**src/rtl/csi2_pkt_handler_mt.sv**
```systemverilog
// csi2_pkt_handler_mt
// CSI-2 packet handler between lane merge/header ECC and pixel unpacking.
// One header beat starts every packet. Short packets (DT < 0x10) turn into
// frame/line strobes. Long packets are filtered by VC and a DT accept mask.
// Accepted long packets have their payload forwarded with the CRC bytes
// stripped, plus tlast/tkeep and a start-of-frame tuser.
//
// Ports:
//   clk_i, rst_n_i       clock, async active-low reset
//   pkt_i_*              input AXI4-Stream (header or payload beats)
//   pkt_o_*              output AXI4-Stream (payload only), tdest={VC,DT}
//   frame_/line_*_o      1-cycle strobes for FS/FE/LS/LE short packets
//   frame_num_o          WC field of the most recent FS
//   err_trunc_o          1-cycle pulse when input tlast cuts a packet short
module csi2_pkt_handler_mt #(
  parameter int          DATA_BYTES   = 4,
  parameter bit          VC_FILTER_EN = 1'b1,
  parameter logic [1:0]  VC_ID        = 2'd0,
  parameter logic [63:0] DT_ACCEPT    = 64'h0000_0800_0000_0000
) (
  input  logic                    clk_i,
  input  logic                    rst_n_i,
  input  logic                    pkt_i_tvalid,
  output logic                    pkt_i_tready,
  input  logic [8*DATA_BYTES-1:0] pkt_i_tdata,
  input  logic [DATA_BYTES-1:0]   pkt_i_tkeep,
  input  logic                    pkt_i_tlast,
  output logic                    pkt_o_tvalid,
  input  logic                    pkt_o_tready,
  output logic [8*DATA_BYTES-1:0] pkt_o_tdata,
  output logic [DATA_BYTES-1:0]   pkt_o_tkeep,
  output logic                    pkt_o_tlast,
  output logic                    pkt_o_tuser,
  output logic [7:0]              pkt_o_tdest,
  output logic                    frame_start_o,
  output logic                    frame_end_o,
  output logic                    line_start_o,
  output logic                    line_end_o,
  output logic [15:0]             frame_num_o,
  output logic                    err_trunc_o
);

  typedef enum logic [1:0] {IDLE_S, RUN_S, DROP_S} state_e;

  state_e                  state_q, state_d;
  logic [15:0]             wc_q, wc_d;
  logic [16:0]             cnt_q, cnt_d;
  logic [7:0]              tdest_q, tdest_d;
  logic                    sof_q, sof_d;
  logic [15:0]             fnum_q, fnum_d;
  logic                    fs_q, fs_d, fe_q, fe_d, ls_q, ls_d, le_q, le_d;
  logic                    err_q, err_d;
  logic                    ovld_q, ovld_d;
  logic [8*DATA_BYTES-1:0] odata_q, odata_d;
  logic [DATA_BYTES-1:0]   okeep_q, okeep_d;
  logic                    olast_q, olast_d;
  logic                    ouser_q, ouser_d;

  logic                    accept;
  logic [1:0]              hdr_vc;
  logic [5:0]              hdr_dt;
  logic [15:0]             hdr_wc;
  logic                    hdr_pass;
  logic [3:0]              nbytes;
  logic [17:0]             cnt_nx;
  logic [17:0]             wc_ext;
  logic                    end_pay;
  logic                    done;
  logic                    trunc;
  logic [DATA_BYTES-1:0]   mask;
  logic [8*DATA_BYTES-1:0] mdata;

  // Single output register: it can take a new beat whenever it is empty or
  // draining this cycle, so throughput is one beat per clock.
  assign pkt_i_tready = !ovld_q || pkt_o_tready;
  assign accept       = pkt_i_tvalid && pkt_i_tready;

  assign hdr_vc   = pkt_i_tdata[7:6];
  assign hdr_dt   = pkt_i_tdata[5:0];
  assign hdr_wc   = pkt_i_tdata[23:8];
  assign hdr_pass = (!VC_FILTER_EN || (hdr_vc == VC_ID)) && DT_ACCEPT[hdr_dt];

  // Byte accounting is done 18 bits wide so that wc+2 and cnt+n never wrap.
  always_comb begin
    nbytes = '0;
    mask   = '0;
    mdata  = '0;
    for (int i = 0; i < DATA_BYTES; i++) begin
      nbytes  = nbytes + 4'(pkt_i_tkeep[i]);
      mask[i] = pkt_i_tkeep[i] && (({1'b0, cnt_q} + 18'(i)) < wc_ext);
      mdata[8*i +: 8] = mask[i] ? pkt_i_tdata[8*i +: 8] : 8'h00;
    end
  end

  assign wc_ext  = {2'b00, wc_q};
  assign cnt_nx  = {1'b0, cnt_q} + 18'(nbytes);
  assign end_pay = cnt_nx >= wc_ext;
  assign done    = cnt_nx >= (wc_ext + 18'd2);
  assign trunc   = pkt_i_tlast && !done;

  always_comb begin
    state_d = state_q;
    wc_d    = wc_q;
    cnt_d   = cnt_q;
    tdest_d = tdest_q;
    sof_d   = sof_q;
    fnum_d  = fnum_q;
    fs_d    = 1'b0;
    fe_d    = 1'b0;
    ls_d    = 1'b0;
    le_d    = 1'b0;
    err_d   = 1'b0;
    // Valid falls once the held beat is taken; a new load overrides below.
    ovld_d  = ovld_q && !pkt_o_tready;
    odata_d = odata_q;
    okeep_d = okeep_q;
    olast_d = olast_q;
    ouser_d = ouser_q;

    if (accept) begin
      unique case (state_q)
        IDLE_S: begin
          if (hdr_dt[5:4] == 2'b00) begin
            fs_d = (hdr_dt == 6'h00);
            fe_d = (hdr_dt == 6'h01);
            ls_d = (hdr_dt == 6'h02);
            le_d = (hdr_dt == 6'h03);
            if (hdr_dt == 6'h00) begin
              fnum_d = hdr_wc;
              sof_d  = 1'b1;
            end
            // A frame that ends before any payload went out must not leak
            // its tuser into the next frame.
            if (hdr_dt == 6'h01) sof_d = 1'b0;
          end else begin
            wc_d  = hdr_wc;
            cnt_d = '0;
            if (hdr_pass) begin
              tdest_d = {hdr_vc, hdr_dt};
              state_d = RUN_S;
            end else begin
              state_d = DROP_S;
            end
          end
        end
        RUN_S, DROP_S: begin
          cnt_d = cnt_nx[16:0];
          if (state_q == RUN_S && mask != '0) begin
            ovld_d  = 1'b1;
            odata_d = mdata;
            okeep_d = mask;
            olast_d = end_pay || trunc;
            ouser_d = sof_q;
            sof_d   = 1'b0;
          end
          if (done || pkt_i_tlast) state_d = IDLE_S;
          err_d = trunc;
        end
        default: state_d = IDLE_S;
      endcase
    end
  end

  always_ff @(posedge clk_i or negedge rst_n_i) begin
    if (!rst_n_i) begin
      state_q <= IDLE_S;
      wc_q    <= '0;
      cnt_q   <= '0;
      tdest_q <= '0;
      sof_q   <= 1'b0;
      fnum_q  <= '0;
      fs_q    <= 1'b0;
      fe_q    <= 1'b0;
      ls_q    <= 1'b0;
      le_q    <= 1'b0;
      err_q   <= 1'b0;
      ovld_q  <= 1'b0;
      odata_q <= '0;
      okeep_q <= '0;
      olast_q <= 1'b0;
      ouser_q <= 1'b0;
    end else begin
      state_q <= state_d;
      wc_q    <= wc_d;
      cnt_q   <= cnt_d;
      tdest_q <= tdest_d;
      sof_q   <= sof_d;
      fnum_q  <= fnum_d;
      fs_q    <= fs_d;
      fe_q    <= fe_d;
      ls_q    <= ls_d;
      le_q    <= le_d;
      err_q   <= err_d;
      ovld_q  <= ovld_d;
      odata_q <= odata_d;
      okeep_q <= okeep_d;
      olast_q <= olast_d;
      ouser_q <= ouser_d;
    end
  end

  assign pkt_o_tvalid  = ovld_q;
  assign pkt_o_tdata   = odata_q;
  assign pkt_o_tkeep   = okeep_q;
  assign pkt_o_tlast   = olast_q;
  assign pkt_o_tuser   = ouser_q;
  assign pkt_o_tdest   = tdest_q;
  assign frame_start_o = fs_q;
  assign frame_end_o   = fe_q;
  assign line_start_o  = ls_q;
  assign line_end_o    = le_q;
  assign frame_num_o   = fnum_q;
  assign err_trunc_o   = err_q;

endmodule

```
**config.mk**
```make
export PLATFORM = sky130hd
export DESIGN_NAME = csi2_pkt_handler_mt
export DESIGN_NICKNAME = d
export VERILOG_FILES = /design/src/rtl/csi2_pkt_handler_mt.sv
export SDC_FILE = /design/constraint.sdc
export NUM_CORES = 1
export LEC_CHECK = 0
export CELL_PAD_IN_SITES_DETAIL_PLACEMENT = 1
export CELL_PAD_IN_SITES_GLOBAL_PLACEMENT = 2
export CORE_MARGIN = 2
export CORE_UTILIZATION = 36
export CTS_BUF_LIST = sky130_fd_sc_hd__clkbuf_8
export CTS_CLUSTER_SIZE = 16
export DETAILED_ROUTE_END_ITERATION = 16
export PLACE_DENSITY = 0.84
export SLEW_MARGIN = 25
export SYNTH_ARGS = -nofsm -noshare
export SYNTH_HDL_FRONTEND = slang
export SYNTH_SLANG_ARGS = --single-unit
export TNS_END_PERCENT = 50
```
**constraint.sdc**
```tcl
create_clock -name clk_i -period 4.46 [get_ports clk_i]
set_clock_uncertainty 0.15 [all_clocks]
set_input_delay 0.892 -clock clk_i [delete_from_list [all_inputs] [get_ports clk_i]]
set_output_delay 0.892 -clock clk_i [all_outputs]
set_load 0.05 [all_outputs]
```
==> summary.txt <==
Placed design
  • Post-placement cell count: 1200
  • Buffers on Ports: 109
  • Place WS: -834.0 ps
  • GPL Wtd Cong: 0.8314
  • DP HPWL: 18310 um
  • Cell Area, Placed: 9388 um2

Detailed routing
  • Detailed-route DRC error count: 0
  • DRT Pass-1 Iters: 4
  • Post-route antenna net violation count: 0
  • 1st-iter DRT viols: 271
  • Drt wl/cell: 19.00 um
  • DRT Wirelength: 23150 um
  • Routed vias: 6393
  • Routed vias/inst: 5.249

Clock tree
  • H-tree Lvls: 3
  • Clock Sinks: 104
  • Clock Tree Buf Depth: 2
  • CTS tree: yes
  • Inserted Clock Buffers: 9
  • Clk root buf: clkbuf_8
  • CTS clk-pin slew, worst paths: 110 ps
  • Worst-Skew Late Latency: 370 ps
  • Hold_buf cts: 0

Layout
  • Most common cell after layout, fill and taps aside: clkdlybuf4s50_1
  • Most frequent cells in the layout: clkdlybuf4s50_1, dfrtp_1, ha_1
  • Layout cells sized above 1: 15.38%
  • Design area: 9648 um2
  • Post-route insts no fill: 1218
  • Core Util, Final: 46.33%
  • Final net count: 1082
  • Area growth, synth to finish: 27.22%
  • Ant. Diodes: 0

Yosys
  • Synth unique cells: 59
  • Synth Instances: 784
  • Post-synthesis register bit count: 104
  • Top_reg_cell synth: dfrtp_1
  • Synthesis warning total: 0
  • Cell area after synthesis: 7584 um2
  • Sequential area share after synthesis: 34.32%
  • Synth Net Count: 928
  • Ys async rst share: 100.0%
  • Post-Syn Area per Cell: 9.673 um2
  • Post-synth EDFFs: 0

Timing
  • Max Fclk: 226.4 MHz
  • Setup violations, final: 0
  • RSZ-0062 raised after global routing: yes
  • Setup TNS: 0 ps
  • Min cycle time layout: 4418 ps
  • Slew headroom: 52.89%
  • Final Max Tran Viols: 0
  • Fin crit share: 99.06%
  • Post-layout worst setup margin: 42.10 ps
  • Final Hold Fails: 0
  • Worst slew pin tran: 706.7 ps
  • Worst hold slack: 335.3 ps

Critical path
  • Crit Path Class: primary input to flop
  • Worst setup EP type: flop
  • Arrival time worst endpoint: 4530 ps
  • Required @ worst endpoint: 4570 ps
  • Maximum fanout along the worst path: 2
  • Critical path startpoint category: primary input

Floorplanning
  • Num rows: 53
  • Die area: 22240 um2
  • Placeable Area: 20820 um2
  • Number of top-level pins: 110
  • Die H: 149.1 um
  • Die W: 149.1 um
  • Starting Density: 36.42%

Pwr
  • Worst vdd ir: 0.2364 mV
  • Total chip power: 3.846 mW
  • Power density over the cells: 398.6 nW/um2
  • Leak Pwr: 4.743 nW

Job
  • Max-cap viol count: 0

Global route
  • Vias in the first global route: 6952
  • Initial antenna violation count: 0
  • Gr ovfl total: 0
  • Global-route usage over all layers: 21.54%
  • Pin count of the biggest net entering global routing: 74
  • First-pass GRT wire length: 37840 um

Outcome
  • Status: completed

Min path
  • Worst min-delay path class: flop to flop
==> repair_timing <==
item / in CTS / in global routing
pin swaps: 10 / 12
resized for setup: 15 / 13
endpoints found under the setup margin: 4 / 3
setup buffers: 2 / 0
cloned: 0 / 0
==> worst paths after layout <==
path                                             from                           to  slack [ps]  cells past startpoint
max in group asynchronous                     rst_n_i  pkt_o_tdata[17]$_DFFE_PN0P_        3010                      2
min in group asynchronous                     rst_n_i  pkt_o_tdata[18]$_DFFE_PN0P_         380                      1
hold / removal             pkt_o_tdest[1]$_DFFE_PN0P_   pkt_o_tdest[1]$_DFFE_PN0P_         340                      1
setup reg to reg                 cnt_q[2]$_DFFE_PN0P_   pkt_o_tkeep[1]$_DFFE_PN0P_         240                     14
setup / recovery                       pkt_i_tkeep[1]       state_q[0]$_DFFE_PN0P_          40                     17
hold reg to reg            pkt_o_tdest[1]$_DFFE_PN0P_   pkt_o_tdest[1]$_DFFE_PN0P_         340                      1
==> synthesized netlist by cell type, types with 5 or more instances <==
cell      instances  area, um2
a211oi_1          7      52.55
a21o_1           13      97.59
a21oi_1          28      140.1
a32o_1           12      120.1
and2_1            5      31.28
buf_1             5      18.77
buf_2            13      65.06
clkbuf_1         12      45.04
dfrtp_1         104       2603
ha_1            100       1251
inv_1            66      247.7
mux2_1            6      67.56
mux2_2           33      371.6
mux2i_1          25      250.2
nand2_1          67      251.5
nand2b_1          7      43.79
nand3_1          22      110.1
nand4_1          27      168.9
nor2_1           46      172.7
nor2b_1           9      56.30
nor3_1           12      60.06
o211ai_1          5      37.54
o21a_1            5      37.54
o21ai_0          23      115.1
or2_2             8      50.05
xnor2_1          39      341.6
xor2_1           33      289.0
==> cell families after synthesis <==
kind of cell,share of synthesized area [%]
AO/OA/AOI/OAI,10.79
flip-flops,34.32
buffers and inverters,5.263
AND/OR/NAND/NOR,14.93
adder cells (fa/ha/maj),17.29
XOR/XNOR,8.316
multiplexers,9.091
==> cell type report <==
| type | count | area, um2 |
|---|---|---|
| clock buffers | 9 | 123.9 |
| clock inverters | 7 | 66.31 |
| fillers | 2371 | 11170 |
| inverters | 66 | 247.7 |
| multi-input cells | 582 | 4656 |
| flip-flops and latches | 104 | 2603 |
| well taps | 275 | 344.1 |
| repair buffers | 175 | 1608 |
==> critical path, cell delays in order <==
cell      delay (ps)
buf_8            100
fa_1             540
inv_2             60
fa_2             390
nor2b_4          140
o21ai_2           60
or2_4            270
nor2_4           120
xor2_2           190
ha_1             270
a21o_1           180
a21o_1           150
a221o_1          330
a221oi_2         280
nand4b_1         150
nand2_2          110
mux2_4           300
==> state kept, by name (all words and copies together), names as in the netlist <==
name / count
frame_end_o: 1
cnt_q: 17
line_end_o: 1
line_start_o: 1
err_trunc_o: 1
frame_num_o: 16
frame_start_o: 1
state_q: 2
wc_q: 16
pkt_o_tdest: 8
pkt_o_tvalid: 1
pkt_o_tuser: 1
pkt_o_tdata: 32
pkt_o_tkeep: 4
sof_q: 1
pkt_o_tlast: 1
==> metal layers <==
metal	up-vias	GRT usage, %	routed length, um
met5	-	0	0
met4	0	3.048	158
met3	9	3.670	1143
met2	107	36.61	11120
met1	3214	29.51	10720
li1	3063	-	-
==> power breakdown <==
group / switching [mW] / internal, mW
registers: 0.142 / 1.08
clock network: 0.378 / 0.217
logic: 1.22 / 0.804
(Power assumes the default switching activity.)
